## src/rtl/ro_sequencer_pkg.sv

```systemverilog
// Shared types and constants for the ring-buffer readout sequencer.
// Holds the FSM state encoding and the SPI header word layout.
package ro_sequencer_pkg;

  typedef enum logic [2:0] {
    ST_IDLE   = 3'd0,
    ST_LOAD   = 3'd1,
    ST_HEADER = 3'd2,
    ST_DATA   = 3'd3,
    ST_DONE   = 3'd4
  } state_t;

  localparam int          HDR_W        = 16;
  localparam logic [1:0]  HDR_MARKER   = 2'b10;
  localparam int          HDR_MARK_LSB = 14;
  localparam int          HDR_CH_LSB   = 12;
  localparam int          HDR_CNT_W    = 12;

  // Header word: {marker, channel, word count}.
  function automatic logic [HDR_W-1:0] makeHeader(input logic [1:0]           ch,
                                                  input logic [HDR_CNT_W-1:0] cnt);
    logic [HDR_W-1:0] hdr;
    hdr = '0;
    hdr[HDR_MARK_LSB +: 2] = HDR_MARKER;
    hdr[HDR_CH_LSB +: 2]   = ch;
    hdr[HDR_CNT_W-1:0]     = cnt;
    return hdr;
  endfunction

endpackage

```

## src/rtl/ro_sequencer_rr_arbiter.sv

```systemverilog
// Combinational round-robin arbiter: the scan starts one past the last grant,
// so the most recently served channel has the lowest priority.
module rr_arbiter
  import ro_sequencer_pkg::*;
#(
  parameter int NCH = 4
) (
  input  logic [NCH-1:0] i_req,
  input  logic [1:0]     i_lastGrant,
  output logic [NCH-1:0] o_grantOnehot,
  output logic [1:0]     o_grantIdx,
  output logic           o_valid
);

  logic [1:0] w_scanIdx;

  always_comb begin
    o_grantOnehot = '0;
    o_grantIdx    = '0;
    o_valid       = 1'b0;
    w_scanIdx     = '0;
    for (int k = 1; k <= NCH; k++) begin
      w_scanIdx = 2'((int'(i_lastGrant) + k) % NCH);
      if (!o_valid && i_req[w_scanIdx]) begin
        o_valid                  = 1'b1;
        o_grantIdx               = w_scanIdx;
        o_grantOnehot[w_scanIdx] = 1'b1;
      end
    end
  end

endmodule

```

## src/rtl/ro_sequencer.sv

```systemverilog
// Multi-channel readout sequencer: latches trigger edges, grants channels
// round-robin and paces one header plus N data words over the SPI link.
module ro_sequencer
  import ro_sequencer_pkg::*;
#(
  parameter int SIZE    = 12,
  parameter int NCH     = 4,
  parameter int TIMEOUT = 4096
) (
  input  logic              sysclk,
  input  logic              rst,
  input  logic [NCH-1:0]    trig_i,
  input  logic [SIZE-1:0]   wr_addr_i,
  input  logic [SIZE-1:0]   offset_cfg_i,
  input  logic [SIZE-1:0]   howmany_cfg_i,
  input  logic              err_clr_i,
  input  logic              ro_done_n_i,
  input  logic              spi_done_i,
  output logic              rd_request_o,
  output logic [SIZE-1:0]   ain_o,
  output logic [SIZE-1:0]   offset_o,
  output logic [SIZE-1:0]   howmany_o,
  output logic              word_adv_o,
  output logic [1:0]        ch_sel_o,
  output logic              spi_start_o,
  output logic              hdr_sel_o,
  output logic [HDR_W-1:0]  hdr_o,
  output logic [NCH-1:0]    ack_o,
  output logic [NCH-1:0]    overrun_o,
  output logic              err_timeout_o
);

  localparam int             WD_W    = $clog2(TIMEOUT);
  localparam logic [WD_W-1:0] WD_LAST = WD_W'(TIMEOUT - 1);

  state_t           r_state;
  state_t           w_nextState;
  logic [NCH-1:0]   r_trigQ;
  logic [NCH-1:0]   r_pending;
  logic [NCH-1:0]   r_overrun;
  logic             r_errTimeout;
  logic [1:0]       r_lastGrant;
  logic [1:0]       r_chSel;
  logic [SIZE-1:0]  r_ain;
  logic [SIZE-1:0]  r_offset;
  logic [SIZE-1:0]  r_howmany;
  logic [HDR_W-1:0] r_hdr;
  logic             r_spiStart;
  logic [NCH-1:0]   r_ack;
  logic [WD_W-1:0]  r_wdog;

  logic [NCH-1:0]   w_edge;
  logic [NCH-1:0]   w_grantOnehot;
  logic [1:0]       w_grantIdx;
  logic             w_grantValid;
  logic [NCH-1:0]   w_consume;
  logic [NCH-1:0]   w_chOnehot;
  logic             w_startNext;
  logic             w_timeout;
  logic             w_grantTake;

  assign w_edge     = trig_i & ~r_trigQ;
  assign w_chOnehot = NCH'(1) << r_chSel;
  // The granted request is consumed at grant time, so a re-trigger of the
  // channel in service queues a fresh event instead of counting as overrun.
  assign w_consume  = w_grantTake ? w_grantOnehot : '0;

  rr_arbiter #(.NCH(NCH)) u_arbiter (
    .i_req         (r_pending),
    .i_lastGrant   (r_lastGrant),
    .o_grantOnehot (w_grantOnehot),
    .o_grantIdx    (w_grantIdx),
    .o_valid       (w_grantValid)
  );

  always_comb begin
    w_nextState = r_state;
    w_startNext = 1'b0;
    w_timeout   = 1'b0;
    w_grantTake = 1'b0;
    unique case (r_state)
      ST_IDLE: begin
        if (w_grantValid) begin
          w_grantTake = 1'b1;
          w_nextState = ST_LOAD;
        end
      end
      ST_LOAD: begin
        w_nextState = ST_HEADER;
        w_startNext = 1'b1;
      end
      ST_HEADER: begin
        if (spi_done_i) begin
          if (r_howmany == '0) begin
            w_nextState = ST_DONE;
          end else begin
            w_nextState = ST_DATA;
            w_startNext = 1'b1;
          end
        end else if (r_wdog == WD_LAST) begin
          w_timeout   = 1'b1;
          w_nextState = ST_DONE;
        end
      end
      ST_DATA: begin
        if (spi_done_i) begin
          if (!ro_done_n_i) begin
            w_nextState = ST_DONE;
          end else begin
            w_startNext = 1'b1;
          end
        end else if (r_wdog == WD_LAST) begin
          w_timeout   = 1'b1;
          w_nextState = ST_DONE;
        end
      end
      ST_DONE: w_nextState = ST_IDLE;
      default: w_nextState = ST_IDLE;
    endcase
  end

  always_ff @(posedge sysclk) begin
    if (rst) begin
      r_state      <= ST_IDLE;
      r_trigQ      <= '0;
      r_pending    <= '0;
      r_overrun    <= '0;
      r_errTimeout <= 1'b0;
      r_lastGrant  <= 2'(NCH - 1);
      r_chSel      <= '0;
      r_ain        <= '0;
      r_offset     <= '0;
      r_howmany    <= '0;
      r_hdr        <= '0;
      r_spiStart   <= 1'b0;
      r_ack        <= '0;
    end else begin
      r_state      <= w_nextState;
      r_trigQ      <= trig_i;
      r_pending    <= (r_pending & ~w_consume) | w_edge;
      r_overrun    <= (err_clr_i ? '0 : r_overrun) | (w_edge & r_pending);
      r_errTimeout <= w_timeout | (r_errTimeout & ~err_clr_i);
      r_spiStart   <= w_startNext;
      r_ack        <= (w_nextState == ST_DONE) ? w_chOnehot : '0;
      if (w_grantTake) begin
        r_chSel   <= w_grantIdx;
        r_ain     <= wr_addr_i;
        r_offset  <= offset_cfg_i;
        r_howmany <= howmany_cfg_i;
        r_hdr     <= makeHeader(w_grantIdx, HDR_CNT_W'(howmany_cfg_i));
      end
      if (r_state == ST_DONE) begin
        r_lastGrant <= r_chSel;
      end
    end
  end

  // Watchdog restarts with every word start and saturates at its limit.
  always_ff @(posedge sysclk) begin
    if (rst) begin
      r_wdog <= '0;
    end else if (w_startNext) begin
      r_wdog <= '0;
    end else if ((r_state == ST_HEADER || r_state == ST_DATA) && r_wdog != WD_LAST) begin
      r_wdog <= r_wdog + WD_W'(1);
    end
  end

  assign rd_request_o  = (r_state == ST_HEADER) || (r_state == ST_DATA);
  assign hdr_sel_o     = (r_state == ST_HEADER);
  assign word_adv_o    = (r_state == ST_DATA) && spi_done_i;
  assign spi_start_o   = r_spiStart;
  assign ack_o         = r_ack;
  assign ch_sel_o      = r_chSel;
  assign ain_o         = r_ain;
  assign offset_o      = r_offset;
  assign howmany_o     = r_howmany;
  assign hdr_o         = r_hdr;
  assign overrun_o     = r_overrun;
  assign err_timeout_o = r_errTimeout;

endmodule

```

## config.mk

```make
export PLATFORM = sky130hd
export DESIGN_NAME = ro_sequencer
export DESIGN_NICKNAME = d
export VERILOG_FILES = /design/src/rtl/ro_sequencer_pkg.sv /design/src/rtl/ro_sequencer_rr_arbiter.sv /design/src/rtl/ro_sequencer.sv
export SDC_FILE = /design/constraint.sdc
export NUM_CORES = 1
export LEC_CHECK = 0
export ABC_AREA = 1
export CAP_MARGIN = 10
export CORE_ASPECT_RATIO = 0.9
export CORE_MARGIN = 1
export CORE_UTILIZATION = 48
export CTS_BUF_LIST = sky130_fd_sc_hd__clkbuf_8
export DETAILED_ROUTE_END_ITERATION = 10
export MAX_ROUTING_LAYER = met4
export PLACE_DENSITY = 0.83
export SLEW_MARGIN = 5
export SYNTH_ARGS = -nofsm -noshare
export SYNTH_HDL_FRONTEND = slang
export SYNTH_SLANG_ARGS = --single-unit
```

## constraint.sdc

```tcl
create_clock -name sysclk -period 2.2 [get_ports sysclk]
set_input_delay 0.44 -clock sysclk [delete_from_list [all_inputs] [get_ports sysclk]]
set_output_delay 0.44 -clock sysclk [all_outputs]
set_load 0.05 [all_outputs]
```

==> impl_metrics.env, run 1 <==
export IMPL_post_cts_resized=0
export IMPL_ctsLongestPathBuffers=2
export IMPL_detailed_router_iteration_count_before_antenna_repair=4
export IMPL_critical_path_slowest_cell="clkdlybuf4s50_1"
export IMPL_hold_viol=0
export IMPL_syn_inst=478
export IMPL_synth_fp_nets=532
export IMPL_worst_setup_path_type="reg -> out"
export IMPL_pre_cts_ws_ns=0.2258
export IMPL_port_buffers=110
export IMPL_slew_limit_headroom=0.6369
export IMPL_netlist_top_cells_count="nor2_1 (104), dfxtp_1 (74), nand2_1 (72)"
export IMPL_placedInstanceArea_um2=4562
export IMPL_postSynthAreaPerCell_um2=7.306
export IMPL_share_of_synthesized_area_occupied_by_flip_flops_and_latches=0.4242
export IMPL_power_switching_uw=2027
export IMPL_clk_latency_ns=0.34
export IMPL_dieArea_um2=7621
export IMPL_floorplan_initialDensity=0.4961
export IMPL_dieWidth_um=91.91
export IMPL_post_dp_hpwl_um=6316
export IMPL_fillerInstances=606
export IMPL_crit_path_buffers_inverters=1
export IMPL_num_rows=29
export IMPL_average_wire_per_standard_cell_um=12.67
export IMPL_post_drt_via_cell_ratio=4.917
export IMPL_final_design_area_no_fill_um2=4795
export IMPL_share_of_final_layout_standard_cells_stronger_than_drive_strength_1=0.09466
export IMPL_critical_path_cell_chain="clkdlybuf4s50_1"
export IMPL_pwr_share_seq=0.342
export IMPL_cpLargestDelayFamily="buffers and inverters"
export IMPL_required_ns=1.76
export IMPL_timing_max_transition_violations_final=0
export IMPL_worst_case_setup_margin_in_the_final_layout_ns=0.1070
export IMPL_setup_viol=0
export IMPL_final_critical_path_time_including_i_o_delays_and_setup_ns=2.093
export IMPL_finalSetupTns_ns=0
export IMPL_power_ir_vdd_worst_mv=0.8324
export IMPL_synthMostInstantiatedCell="nor2_1"
export IMPL_number_of_global_route_vias_before_repair=3062
export IMPL_grt_overflow_total=0
export IMPL_ant_nets=0
export IMPL_synth_edff_count=0
export IMPL_clock_tree_from_tritoncts="yes"
export IMPL_max_cap_violations=0
export IMPL_cts_htree_levels=3
export IMPL_timing_critical_path_arrival_ns=1.65
export IMPL_rsz_0062_raised_after_global_routing="no"
export IMPL_routed_via_count=3314
export IMPL_path_clk_slew_ns=0.09
export IMPL_cts_post_setup_buffers_inserted=0
export IMPL_core_area_um2=7039
export IMPL_synthDominantAreaCellType="dfxtp_1"
export IMPL_cellLeakagePower_uw=0.001976
export IMPL_async_flop_share=0
export IMPL_fin_crit_sh=0.9513
export IMPL_fin_skew_ns=0.01411
export IMPL_first_pass_grt_wire_length_um=14110
export IMPL_routed_wl_um=8540
export IMPL_num_nets_final=630
export IMPL_antenna_found_initial=0
export IMPL_synth_top_cell_area_share=0.4242
export IMPL_worst_slew_pin_transition_ns=0.5430
export IMPL_post_route_drc_count=0
export IMPL_finalWeightedCongestion=0.9103
export IMPL_internal_power_uw=2857
export IMPL_power_per_cell_area_nw_per_um2=1019
export IMPL_synth_ff_latch_count=74
export IMPL_worst_setup_path_start_kind="flip-flop"
export IMPL_max_freq_ghz=0.4778
export IMPL_result_of_the_run="finished, final reports clean"
export IMPL_ioPinCount=112
export IMPL_final_hold_worst_slack_ns=0.4732
export IMPL_critPathMaxFanout=6
export IMPL_hp_class="reg -> reg"
export IMPL_yosys_top_cells_area="dfxtp_1 (42%), nor2_1 (11%), nand2_1 (7.7%), a21oi_1 (4.3%), nand3_1 (3.9%)"
export IMPL_synthToLayoutAreaGrowth_pct=37.30
export IMPL_grt_max_degree=38
export IMPL_synth_lib_cells_used_distinct=34
export IMPL_clock_root_buffer="clkbuf_8"
export IMPL_timing_critical_path_to_type="primary output"
export IMPL_cts_sinks=74
export IMPL_die_h_um=82.92
export IMPL_detailedRoute_firstIterationViolations=163
export IMPL_worst_path_largest_cell_delay_ns=0.85
export IMPL_postSynth_topFlopCell="dfxtp_1"
export IMPL_ctsHoldBuffers=0
export IMPL_cts_buffers=9
export IMPL_regToRegSetupSlack_ns=0.36
export IMPL_power_clock_fraction=0.248
export IMPL_grt_use_total=0.2346
export IMPL_antenna_cells_inserted=0
export IMPL_yosys_warnings=0
export IMPL_p_sw_frac=0.4151
export IMPL_syn_cell_area_um2=3492
export IMPL_power_share_combinational=0.410
==> final cells by class <==
| type | count | area [um^2] | area share |
|---|---|---|---|
| multi-input cells | 334 | 1624 | 0.3387 |
| flip-flops and latches | 74 | 1481 | 0.3090 |
| repair buffers | 120 | 1194 | 0.2490 |
| inverters | 37 | 146.4 | 0.03053 |
| clock buffers | 10 | 137.6 | 0.02871 |
| well taps | 93 | 116.4 | 0.02427 |
| clock inverters | 6 | 95.09 | 0.01983 |
==> metrics by stage <==
stage	cells	utilization	total power [uW]
detailed placement	658	0.6481	3698
floorplan	478	-	3154
global route	674	0.6811	5109
finish	674	0.6811	4884
CTS	674	0.6811	4910
global placement	658	0.6481	3668
==> path summary, 6_finish.rpt <==
check / start / endpoint / cells after the start
setup / recovery: ch_sel_o[0]$_SDFFE_PP0P_ / ch_sel_o[0] / 1
hold / removal: overrun_o[2]$_SDFF_PP0_ / overrun_o[2]$_SDFF_PP0_ / 2
setup reg to reg: r_lastGrant[0]$_SDFFE_PP1N_ / r_pending[1]$_SDFF_PP0_ / 11
hold reg to reg: overrun_o[2]$_SDFF_PP0_ / overrun_o[2]$_SDFF_PP0_ / 2
==> state kept, by name, summed over array words and instances (netlist names) <==
register	cells
hdr_o	3
overrun_o	4
r_wdog	12
offset_o	12
ack_o	4
ain_o	12
ch_sel_o	1
r_lastGrant	2
r_pending	4
howmany_o	11
spi_start_o	1
r_state	3
r_trigQ	4
err_timeout_o	1
==> power groups by stage <==
stage                     sequential (uW)  combinational [uW]  clock (uW)
after floorplan                      2240                 916           0
after global placement               1690                1980           0
after detailed placement             1700                2000           0
after CTS                            1670                2010        1240
after global routing                 1700                2120        1290
final                                1670                2000        1210
==> cell families after synthesis <==
kind of cell,share of synthesized area
simple gates,0.2909
compound gates,0.1268
flops,0.4242
buf+inv,0.1122
fa+ha+maj,0.03225
xor+xnor,0.01254
other cells,0.001074
==> cell usage in the layout (no fill, tap or decap), types with 4 or more instances in the layout <==
master,count
a21boi_0,4
a21oi_1,30
buf_4,11
clkbuf_8,10
clkdlybuf4s50_1,107
dfxtp_1,74
ha_1,9
inv_1,32
inv_6,4
nand2_1,72
nand2_2,9
nand3_1,27
nor2_1,104
nor2_2,4
nor3_1,8
o21ai_0,22
o21ai_1,23
xor2_1,5
==> layer usage <==
layer  up-vias  wire, um  GRT usage
met5         -         0          -
met4         0        15    0.04261
met3         2       689    0.07784
met2       111      3844     0.3609
met1      1487      3990     0.3040
li1       1714         -          -
Note: power is estimated with default switching activity, not from simulation.
==> run 2, diff against run 1 <==
ABC_AREA = 0   (was 1)
==> run 2 against run 1 <==
Compared with the run above:
- routed wire length up 11%
- fmax shrank 0.71%
- global-route usage is 3.3 points higher
- count of clock-buffer cells in the layout shrank 1
- sequential share of layout area up 0.32 points
==> impl_metrics.env, run 2 <==
export IMPL_worst_setup_path_start_kind="flip-flop"
export IMPL_rsz_0062_raised_after_global_routing="no"
export IMPL_netlist_top_cells_count="nand2_1 (105), dfxtp_1 (74), a21oi_1 (48)"
export IMPL_simple_gate_share_of_the_synthesized_area=0.2556
export IMPL_yosys_top_cells_area="dfxtp_1 (43%), nand2_1 (11%), a21oi_1 (7.0%), buf_4 (3.7%), ha_1 (3.3%)"
export IMPL_num_nets_final=578
export IMPL_clock_tree_from_tritoncts="yes"
export IMPL_synth_ff_latch_count=74
export IMPL_postSynthAreaPerCell_um2=8.028
export IMPL_routedLengthMet1_um=4052
export IMPL_timing_max_transition_violations_final=0
export IMPL_fin_crit_sh=0.9581
export IMPL_synthDominantAreaCellType="dfxtp_1"
export IMPL_critical_path_cell_chain="clkdlybuf4s50_1"
export IMPL_hold_viol=0
export IMPL_synth_top_cell_area_share=0.4312
export IMPL_postSynth_topFlopCell="dfxtp_1"
export IMPL_worst_setup_path_type="reg -> out"
export IMPL_port_buffers=110
export IMPL_hp_class="reg -> reg"
export IMPL_cellLeakagePower_uw=0.001791
export IMPL_cts_sinks=74
export IMPL_synth_edff_count=0
export IMPL_dieWidth_um=91.18
export IMPL_cpLargestDelayFamily="buffers and inverters"
export IMPL_first_pass_grt_wire_length_um=15190
export IMPL_cts_htree_levels=3
export IMPL_finalSetupTns_ns=0
export IMPL_final_design_area_no_fill_um2=4746
export IMPL_dieArea_um2=7500
export IMPL_synth_top_family_by_area="simple AND/OR/NAND/NOR gates"
export IMPL_fin_skew_ns=0.008677
export IMPL_grt_max_degree=32
export IMPL_synth_compound_area_share=0.1606
export IMPL_power_ir_vdd_worst_mv=0.8160
export IMPL_post_route_drc_count=0
export IMPL_timing_critical_path_arrival_ns=1.67
export IMPL_post_drt_via_cell_ratio=5.483
export IMPL_setup_viol=0
export IMPL_yosys_area_share_xor_xnor=0.02294
export IMPL_async_flop_share=0
export IMPL_synth_lib_cells_used_distinct=54
export IMPL_path_clk_slew_ns=0.08
export IMPL_grt_use_total=0.2679
export IMPL_ctsLongestPathBuffers=2
export IMPL_synth_mux_area_frac=0.01784
export IMPL_syn_inst=428
export IMPL_worst_path_largest_cell_delay_ns=0.85
export IMPL_grt_overflow_total=0
export IMPL_timing_critical_path_to_type="primary output"
export IMPL_synthToLayoutAreaGrowth_pct=38.13
export IMPL_slew_limit_headroom=0.5979
export IMPL_antenna_cells_inserted=0
export IMPL_ioPinCount=112
export IMPL_holdPathStages=2
export IMPL_clk_latency_ns=0.35
export IMPL_post_dp_hpwl_um=6581
export IMPL_yosys_warnings=0
export IMPL_detailed_router_iteration_count_before_antenna_repair=5
export IMPL_rr_worst_depth=7
export IMPL_final_critical_path_time_including_i_o_delays_and_setup_ns=2.108
export IMPL_worst_slew_pin_transition_ns=0.5981
export IMPL_power_per_cell_area_nw_per_um2=1164
export IMPL_share_of_final_layout_standard_cells_stronger_than_drive_strength_1=0.08318
export IMPL_critPathMaxFanout=8
export IMPL_max_cap_violations=0
export IMPL_cts_buffers=9
export IMPL_floorplan_initialDensity=0.5081
export IMPL_clock_root_buffer="clkbuf_8"
export IMPL_crit_cells=1
export IMPL_met2WireLength_um=4256
export IMPL_synthMostInstantiatedCell="nand2_1"
export IMPL_required_ns=1.76
export IMPL_syn_cell_area_um2=3436
export IMPL_finalWeightedCongestion=0.9529
export IMPL_ctsHoldBuffers=0
export IMPL_ant_nets=0
export IMPL_layout_cells_most_common_list="clkdlybuf4s50_1 (106), nand2_1 (105), dfxtp_1 (74)"
export IMPL_max_freq_ghz=0.4744
export IMPL_antenna_found_initial=0
export IMPL_dr_max_layer_used="met4"
export IMPL_die_h_um=82.26
export IMPL_routed_wl_um=9481
export IMPL_final_common_cell="clkdlybuf4s50_1"
export IMPL_average_wire_per_standard_cell_um=15.32
export IMPL_synth_adder_area_share=0.03277
export IMPL_detailedRoute_firstIterationViolations=310
export IMPL_placedInstanceArea_um2=4549
export IMPL_critical_path_slowest_cell="clkdlybuf4s50_1"
export IMPL_crit_path_buffers_inverters=1
export IMPL_number_of_global_route_vias_before_repair=3122
export IMPL_synth_fp_nets=482
export IMPL_result_of_the_run="finished, final reports clean"
export IMPL_route_met3_wl_um=984
export IMPL_core_area_um2=6761
export IMPL_num_rows=28
export IMPL_share_of_synthesized_area_occupied_by_flip_flops_and_latches=0.4312
export IMPL_routed_via_count=3394
## run 2: changes by cell type after synthesis, sizes merged, moves of 8 or more
cell	before	now
nor2	108	27
o21ai	45	2
inv	37	6
nand2	84	105
a21oi	31	49
nand3	28	11
nor2b	0	10
buf	26	34
## run 2: worst paths after layout
kind	from	endpoint	slack [ns]
setup / recovery	hdr_o[13]$_SDFFE_PP0P_	ch_sel_o[1]	0.09
hold / removal	ain_o[7]$_SDFFE_PP0P_	ain_o[7]$_SDFFE_PP0P_	0.46
setup reg to reg	r_lastGrant[0]$_SDFFE_PP1N_	r_pending[0]$_SDFF_PP0_	0.20
hold reg to reg	ain_o[7]$_SDFFE_PP0P_	ain_o[7]$_SDFFE_PP0P_	0.46
## run 2: power breakdown
part | total (uW) | leakage, uW | switching, uW | internal (uW)
sequential | 1800 | 0.000607 | 228 | 1570
clock | 1060 | 0.0000931 | 535 | 521
combinational | 2670 | 0.00109 | 1760 | 909
## run 2: cell type report
cell class | instances | area, um^2
Timing Repair Buffer | 126 | 1234
Clock inverter | 7 | 70.07
Multi-Input combinational cell | 304 | 1689
Clock buffer | 9 | 123.9
Tap cell | 90 | 112.6
Inverter | 9 | 35.03
Fill cell | 552 | 2016
Sequential cell | 74 | 1481
## run 2: cell families after synthesis
family,after synthesis
AO/OA/AOI/OAI,86
XOR/XNOR,9
adder cells (fa/ha/maj),9
buffers and inverters,50
flip-flops,74
multiplexers,6
other,1
AND/OR/NAND/NOR,193
## run 2: timing repair
action	in CTS	in global routing
gates resized for setup	0	1
buffers inserted	0	0
endpoints found under the setup margin	0	1
hold endpoints to repair	0	0
## run 2: routing by layer
| metal | GRT usage | vias to the layer above |
|---|---|---|
| li1 | - | 1635 |
| met1 | 0.3239 | 1554 |
| met2 | 0.4129 | 185 |
| met3 | 0.09432 | 20 |
| met4 | 0.1079 | 0 |
| met5 | - | - |
## run 2: per-stage QoR
stage               utilization  total power, uW  cells  setup slack (ns)  hold slack [ns]
detailed placement       0.6728             4480    603            0.1780           0.4469
finish                   0.7019             5525    619           0.09215           0.4551
global placement         0.6728             4448    603            0.2559           0.4412
global route             0.7019             5795    619           0.03583           0.4789
floorplan                     -             3631    428           0.02257           0.4527
CTS                      0.7015             5534    619           0.06958           0.4589
==> variant 1, RTL diff (settings of run 2) <==
Put one more register stage on the output `err_timeout_o`, without a reset. The value now appears one clock later. The other outputs are not delayed to match.
--- a/src/rtl/ro_sequencer.sv
+++ b/src/rtl/ro_sequencer.sv
@@ -177,7 +177,9 @@
   assign howmany_o     = r_howmany;
   assign hdr_o         = r_hdr;
   assign overrun_o     = r_overrun;
-  assign err_timeout_o = r_errTimeout;
+  always_ff @(posedge sysclk) begin
+    err_timeout_o <= r_errTimeout;
+  end
 
 endmodule
 
Check against the original RTL: same outputs for any inputs over 4 cycles, from zero or initial values and one cycle with rst high; that may be too few to reach the edited logic, so the function may still have changed.
==> variant 1 against run 2 <==
  * Total power increased by 0.36%
  * Critical path depth unchanged
  * Wire length decreased by 4.6%
  * Worst setup slack got worse by 0.0088 ns
  * Sequential cell count increased by 1
  * Synthesized area increased by 0.58%
  * Final area increased by 0.55%
  * Count of clock-buffer cells in the layout increased by 1
  * Combinational power about the same
  * Highest routed layer unchanged
==> variant 1: results (changes against run 2) <==
Status
  – Outcome: complete, no violations

Cells and area
  – Nets: 577 (-0.17%)
  – Fraction of layout cells with a size suffix above 1: 0.0795 (-0.00363)
  – Diodes inserted: 0 (unchanged)

Synth
  – Sequential area share after synthesis: 0.434 (+0.00330)
  – Asr flop ratio synth: 0 (unchanged)
  – Top post-synthesis cells by area: dfxtp_1 (43%), nand2_1 (11%), a21oi_1 (7.0%), buf_4 (3.7%), ha_1 (3.3%)
  – Syn_nets: 483 (+0.21%)
  – Ys flop type: dfxtp_1
  – Synth unique cells: 54 (unchanged)
  – Most frequent cells after synthesis: nand2_1 (105), dfxtp_1 (75), a21oi_1 (48)

Worst hold path
  – Hold Crit Start: r_errTimeout$_SDFF_PP0_
  – Cells on Worst Hold Path: 0 (-2)
  – Hold crit path type: reg -> reg

GRT
  – Total GRT Usage: 0.253 (-0.0147)
  – Vias in the first global route: 3042 (-2.6%)
  – First-pass GRT wire length: 14400 um (-5.1%)
  – Largest net degree at the start of global routing: 38 (+19%)

CTS
  – Clk Latency, worst-skew pair: 0.35 ns (about the same)
  – Clock root buffer: clkbuf_8
  – Num CTS Buffers: 9 (unchanged)
  – CTS max path bufs: 2 (unchanged)
  – CTS clk-pin slew, worst paths: 0.08 ns (about the same)

Placement
  – GP Congestion: 0.930 (-2.4%)
  – Port Buffer Count: 110 (unchanged)
  – DPL Wire Length: 6600 um (+0.22%)

Detailed routing
  – Initial DRC count: 162 (-48%)
  – Vias: 3311 (-2.4%)
  – Initial DRT Pass Iterations: 4 (-1)
  – Mean routed wirelength per cell: 14.6 um (-4.4%)

Pwr
  – NetSw: 2.49 mW (-1.6%)
  – Lkg Pwr: 1.80 nW (+0.41%)
  – Peak supply drop: 0.000720 V (-12%)

Worst setup path
  – R2r startpoint: r_lastGrant[0]$_SDFFE_PP1N_
  – Critical Path Fanout Max: 8 (unchanged)
  – FF-to-FF path depth: 7 (unchanged)
  – Origin of the worst setup path: ch_sel_o[0]$_SDFFE_PP0P_
  – CP max stage cell: clkdlybuf4s50_1

STA
  – Worst-margin pin slew: 0.592 ns (-0.00569 ns)
  – Clock skew: 0.00919 ns (+0.000513 ns)
==> variant 1: cell count changes after synthesis, sizes merged <==
cell,run 2,this run
dfxtp,74,75
==> variant 1: worst paths after layout <==
check                             to  slack (ns)
max                      ch_sel_o[0]        0.08
min            err_timeout_o$_DFF_P_        0.38
max reg2reg  r_pending[0]$_SDFF_PP0_        0.22
min reg2reg    err_timeout_o$_DFF_P_        0.38
==> variant 1: layer usage <==
layer,GRT usage,vias to the layer above,routed length [um]
met1,0.320,1517,3920
met4,0.0667,0,110
met2,0.398,154,4220
met3,0.0769,10,796
li1,-,1630,-
met5,-,-,0
==> variant 1: stage by stage <==
| stage | power (mW) | area, um^2 | instances | util | worst slack [ns] |
|---|---|---|---|---|---|
| 2_1_floorplan | 3.65 | 3460 | 429 | - | 0.0226 |
| 3_3_place_gp | 4.46 | 4570 | 602 | 0.675 | 0.267 |
| 3_5_place_dp | 4.49 | 4570 | 602 | 0.675 | 0.192 |
| 4_1_cts | 5.57 | 4770 | 618 | 0.705 | 0.0645 |
| 5_1_grt | 5.82 | 4770 | 618 | 0.706 | 0.0308 |
| 6_report | 5.55 | 4770 | 618 | 0.706 | 0.0833 |
==> variant 1: repair_timing <==
action | 4_1_cts | 5_1_grt
gates resized for setup | 0 | 1
buffers inserted | 0 | 0
endpoints found under the setup margin | 0 | 1
==> variant 1: cell families (layout without fill, tap and decap cells) <==
| group | Yosys count | count (layout) | synth area share |
|---|---|---|---|
| compound gates | 86 | 86 | 0.160 |
| buf+inv | 50 | 149 | 0.0775 |
| mux | 6 | 6 | 0.0177 |
| xor+xnor | 9 | 9 | 0.0228 |
| flops | 75 | 75 | 0.434 |
| fa+ha+maj | 9 | 9 | 0.0326 |
| simple gates | 193 | 193 | 0.254 |
| other cells | 1 | 1 | 0.00109 |
==> variant 1: power groups by stage <==
stage | clock (mW) | combinational [mW] | sequential, mW
2_1_floorplan | 0 | 1.23 | 2.42
6_report | 1.08 | 2.66 | 1.81
3_5_place_dp | 0 | 2.65 | 1.84
5_1_grt | 1.15 | 2.82 | 1.85
4_1_cts | 1.09 | 2.67 | 1.81
3_3_place_gp | 0 | 2.63 | 1.83
==> variant 1: cell type report <==
| cell class | count | area [um^2] |
|---|---|---|
| clock buffers | 10 | 138 |
| repair buffers | 124 | 1230 |
| multi-input cells | 304 | 1690 |
| well taps | 90 | 113 |
| inverters | 9 | 35.0 |
| fillers | 532 | 1990 |
| clock inverters | 6 | 65.1 |
| flip-flops and latches | 75 | 1500 |
==> variant 1: worst register-to-register path, delay by kind of cell, from the launching register on <==
kind | cells | cell delay, ns
fa+ha+maj | 1 | 0.42
compound gates | 3 | 0.55
flops | 1 | 0.36
mux | 1 | 0.29
simple gates | 1 | 0.19
buf+inv | 1 | 0.07
==> variant 2, RTL diff (config.mk and constraints of run 2) <==
Without the edit above. Change the package constant `HDR_W` from 16 to 32.
--- a/src/rtl/ro_sequencer_pkg.sv
+++ b/src/rtl/ro_sequencer_pkg.sv
@@ -10,7 +10,7 @@
     ST_DONE   = 3'd4
   } state_t;
 
-  localparam int          HDR_W        = 16;
+  localparam int          HDR_W        = 32;
   localparam logic [1:0]  HDR_MARKER   = 2'b10;
   localparam int          HDR_MARK_LSB = 14;
   localparam int          HDR_CH_LSB   = 12;
Ports: changed (resized hdr_o); port bits go from 112 to 128. No check against the original RTL was run, so the function may have changed too.
==> variant 2 against run 2 <==
  * Worst setup slack worse by 0.022 ns
  * Total power up 0.38%
  * Critical endpoint is now hdr_o[13]
  * Sequential cell count unchanged
  * Synthesized area up 3.5%
  * Wire length down 2.4%
  * Maximum frequency down 1.0%
  * Critical path type unchanged
  * Final area up 0.95%
==> variant 2: results (changes against run 2) <==
Cells and area
  – Fraction of layout cells with a size suffix above 1: 0.0778 (-0.00540)
  – Nets: 590 (+2.1%)

Synth
  – Synth Instances: 444 (+3.7%)
  – Most frequent cells after synthesis: nand2_1 (105), dfxtp_1 (74), a21oi_1 (48)

Detailed routing
  – Final wirelength: 9260 um (-2.4%)
  – Initial DRC count: 279 (-10%)
  – Vias: 3397 (+0.088%)
  – Vias per Instance: 5.37 (-2.1%)

Placement
  – Pre-CTS WS: 0.140 ns (-0.0382 ns)
  – DPL Wire Length: 6720 um (+2.0%)
  – Area after DPL: 4580 um^2 (+0.69%)
  – GP Congestion: 1.03 (+8.3%)
  – Placed instance count: 618 (+2.5%)

Worst setup path
  – R2r startpoint: howmany_o[7]$_SDFFE_PP0P_
  – Crit path DAT: 1.69 ns (+0.02 ns)
  – FF-to-FF path depth: 6 (-1)
  – FF-to-FF End: r_wdog[11]$_SDFFE_PP0P_
  – Critical Path End: hdr_o[13]
  – Origin of the worst setup path: hdr_o[13]$_SDFFE_PP0P_

GRT
  – Vias in the first global route: 3133 (+0.35%)
  – Total GRT Usage: 0.247 (-0.0206)
  – First-pass GRT wire length: 14800 um (-2.5%)

STA
  – Clock skew: 0.00849 ns (-0.000183 ns)
  – Max Freq: 469 MHz (-1.0%)
  – Worst-margin pin slew: 0.575 ns (-0.0231 ns)

Status
  – Outcome: complete, no violations

Worst hold path
  – Hold crit path type: in -> reg

CTS
  – Clk Latency, worst-skew pair: 0.36 ns

Pwr
  – Peak supply drop: 0.000798 V (-2.2%)
  – Lkg Pwr: 1.85 nW (+3.5%)
[variant 2: changes by cell type after synthesis, sizes merged]
cell  before  now
buf       34   50
[variant 2: kinds of logic (layout without fill, tap and decap cells)]
group                      count (synthesis)  in the layout  synth area share
and+or+nand+nor                          193            193             0.247
AOI/OAI and AO/OA                         86             86             0.155
DFF                                       74             74             0.417
buffers and inverters                     66            146             0.109
adders and majority gates                  9              9            0.0317
xor gates and xnor gates                   9              9            0.0222
muxes                                      6              6            0.0172
other                                      1             17           0.00105
[variant 2: what timing repair did]
item / in CTS / in global routing
setup endpoints to repair: 0 / 4
gates resized for setup: 0 / 4
hold endpoints to repair: 0 / 0
setup buffers: 0 / 0
[variant 2: power breakdown]
group | leakage [nW] | internal, mW | switching (mW)
Clock | 0.0999 | 0.546 | 0.509
Combinational | 1.15 | 0.878 | 1.81
Sequential | 0.607 | 1.57 | 0.234
[variant 2: through the flow]
stage | util | power [mW]
finish | 0.674 | 5.55
global route | 0.674 | 5.80
CTS | 0.671 | 5.53
detailed placement | 0.644 | 4.48
global placement | 0.644 | 4.44
floorplan | - | 3.71
[variant 2: routing by layer]
| metal | vias to the layer above | wire length [um] | global-route usage |
|---|---|---|---|
| met5 | - | 0 | - |
| met4 | 0 | 240 | 0.108 |
| met3 | 27 | 789 | 0.0537 |
| met2 | 160 | 4290 | 0.374 |
| met1 | 1570 | 3940 | 0.319 |
| li1 | 1640 | - | - |
[variant 2: worst min-delay path by stage]
stage	cells after the start	endpoint	start	slack (ns)
after detailed placement	2	ain_o[6]$_SDFFE_PP0P_	ain_o[6]$_SDFFE_PP0P_	0.45
final	2	ain_o[6]$_SDFFE_PP0P_	rst	0.38
after global placement	2	offset_o[4]$_SDFFE_PP0P_	offset_o[4]$_SDFFE_PP0P_	0.44
after floorplan	2	r_wdog[1]$_SDFFE_PP0P_	r_wdog[1]$_SDFFE_PP0P_	0.45
after global routing	2	ain_o[11]$_SDFFE_PP0P_	rst	0.39
after CTS	2	ain_o[10]$_SDFFE_PP0P_	rst	0.38
[variant 2: final cells by class]
cell class,instances,area (um^2)
clock buffer,10,138
tap,93,116
clock inverter,5,55.1
sequential,74,1480
fill,594,2320
timing repair buffer,122,1200
multi-input combinational,320,1760
inverter,9,35.0
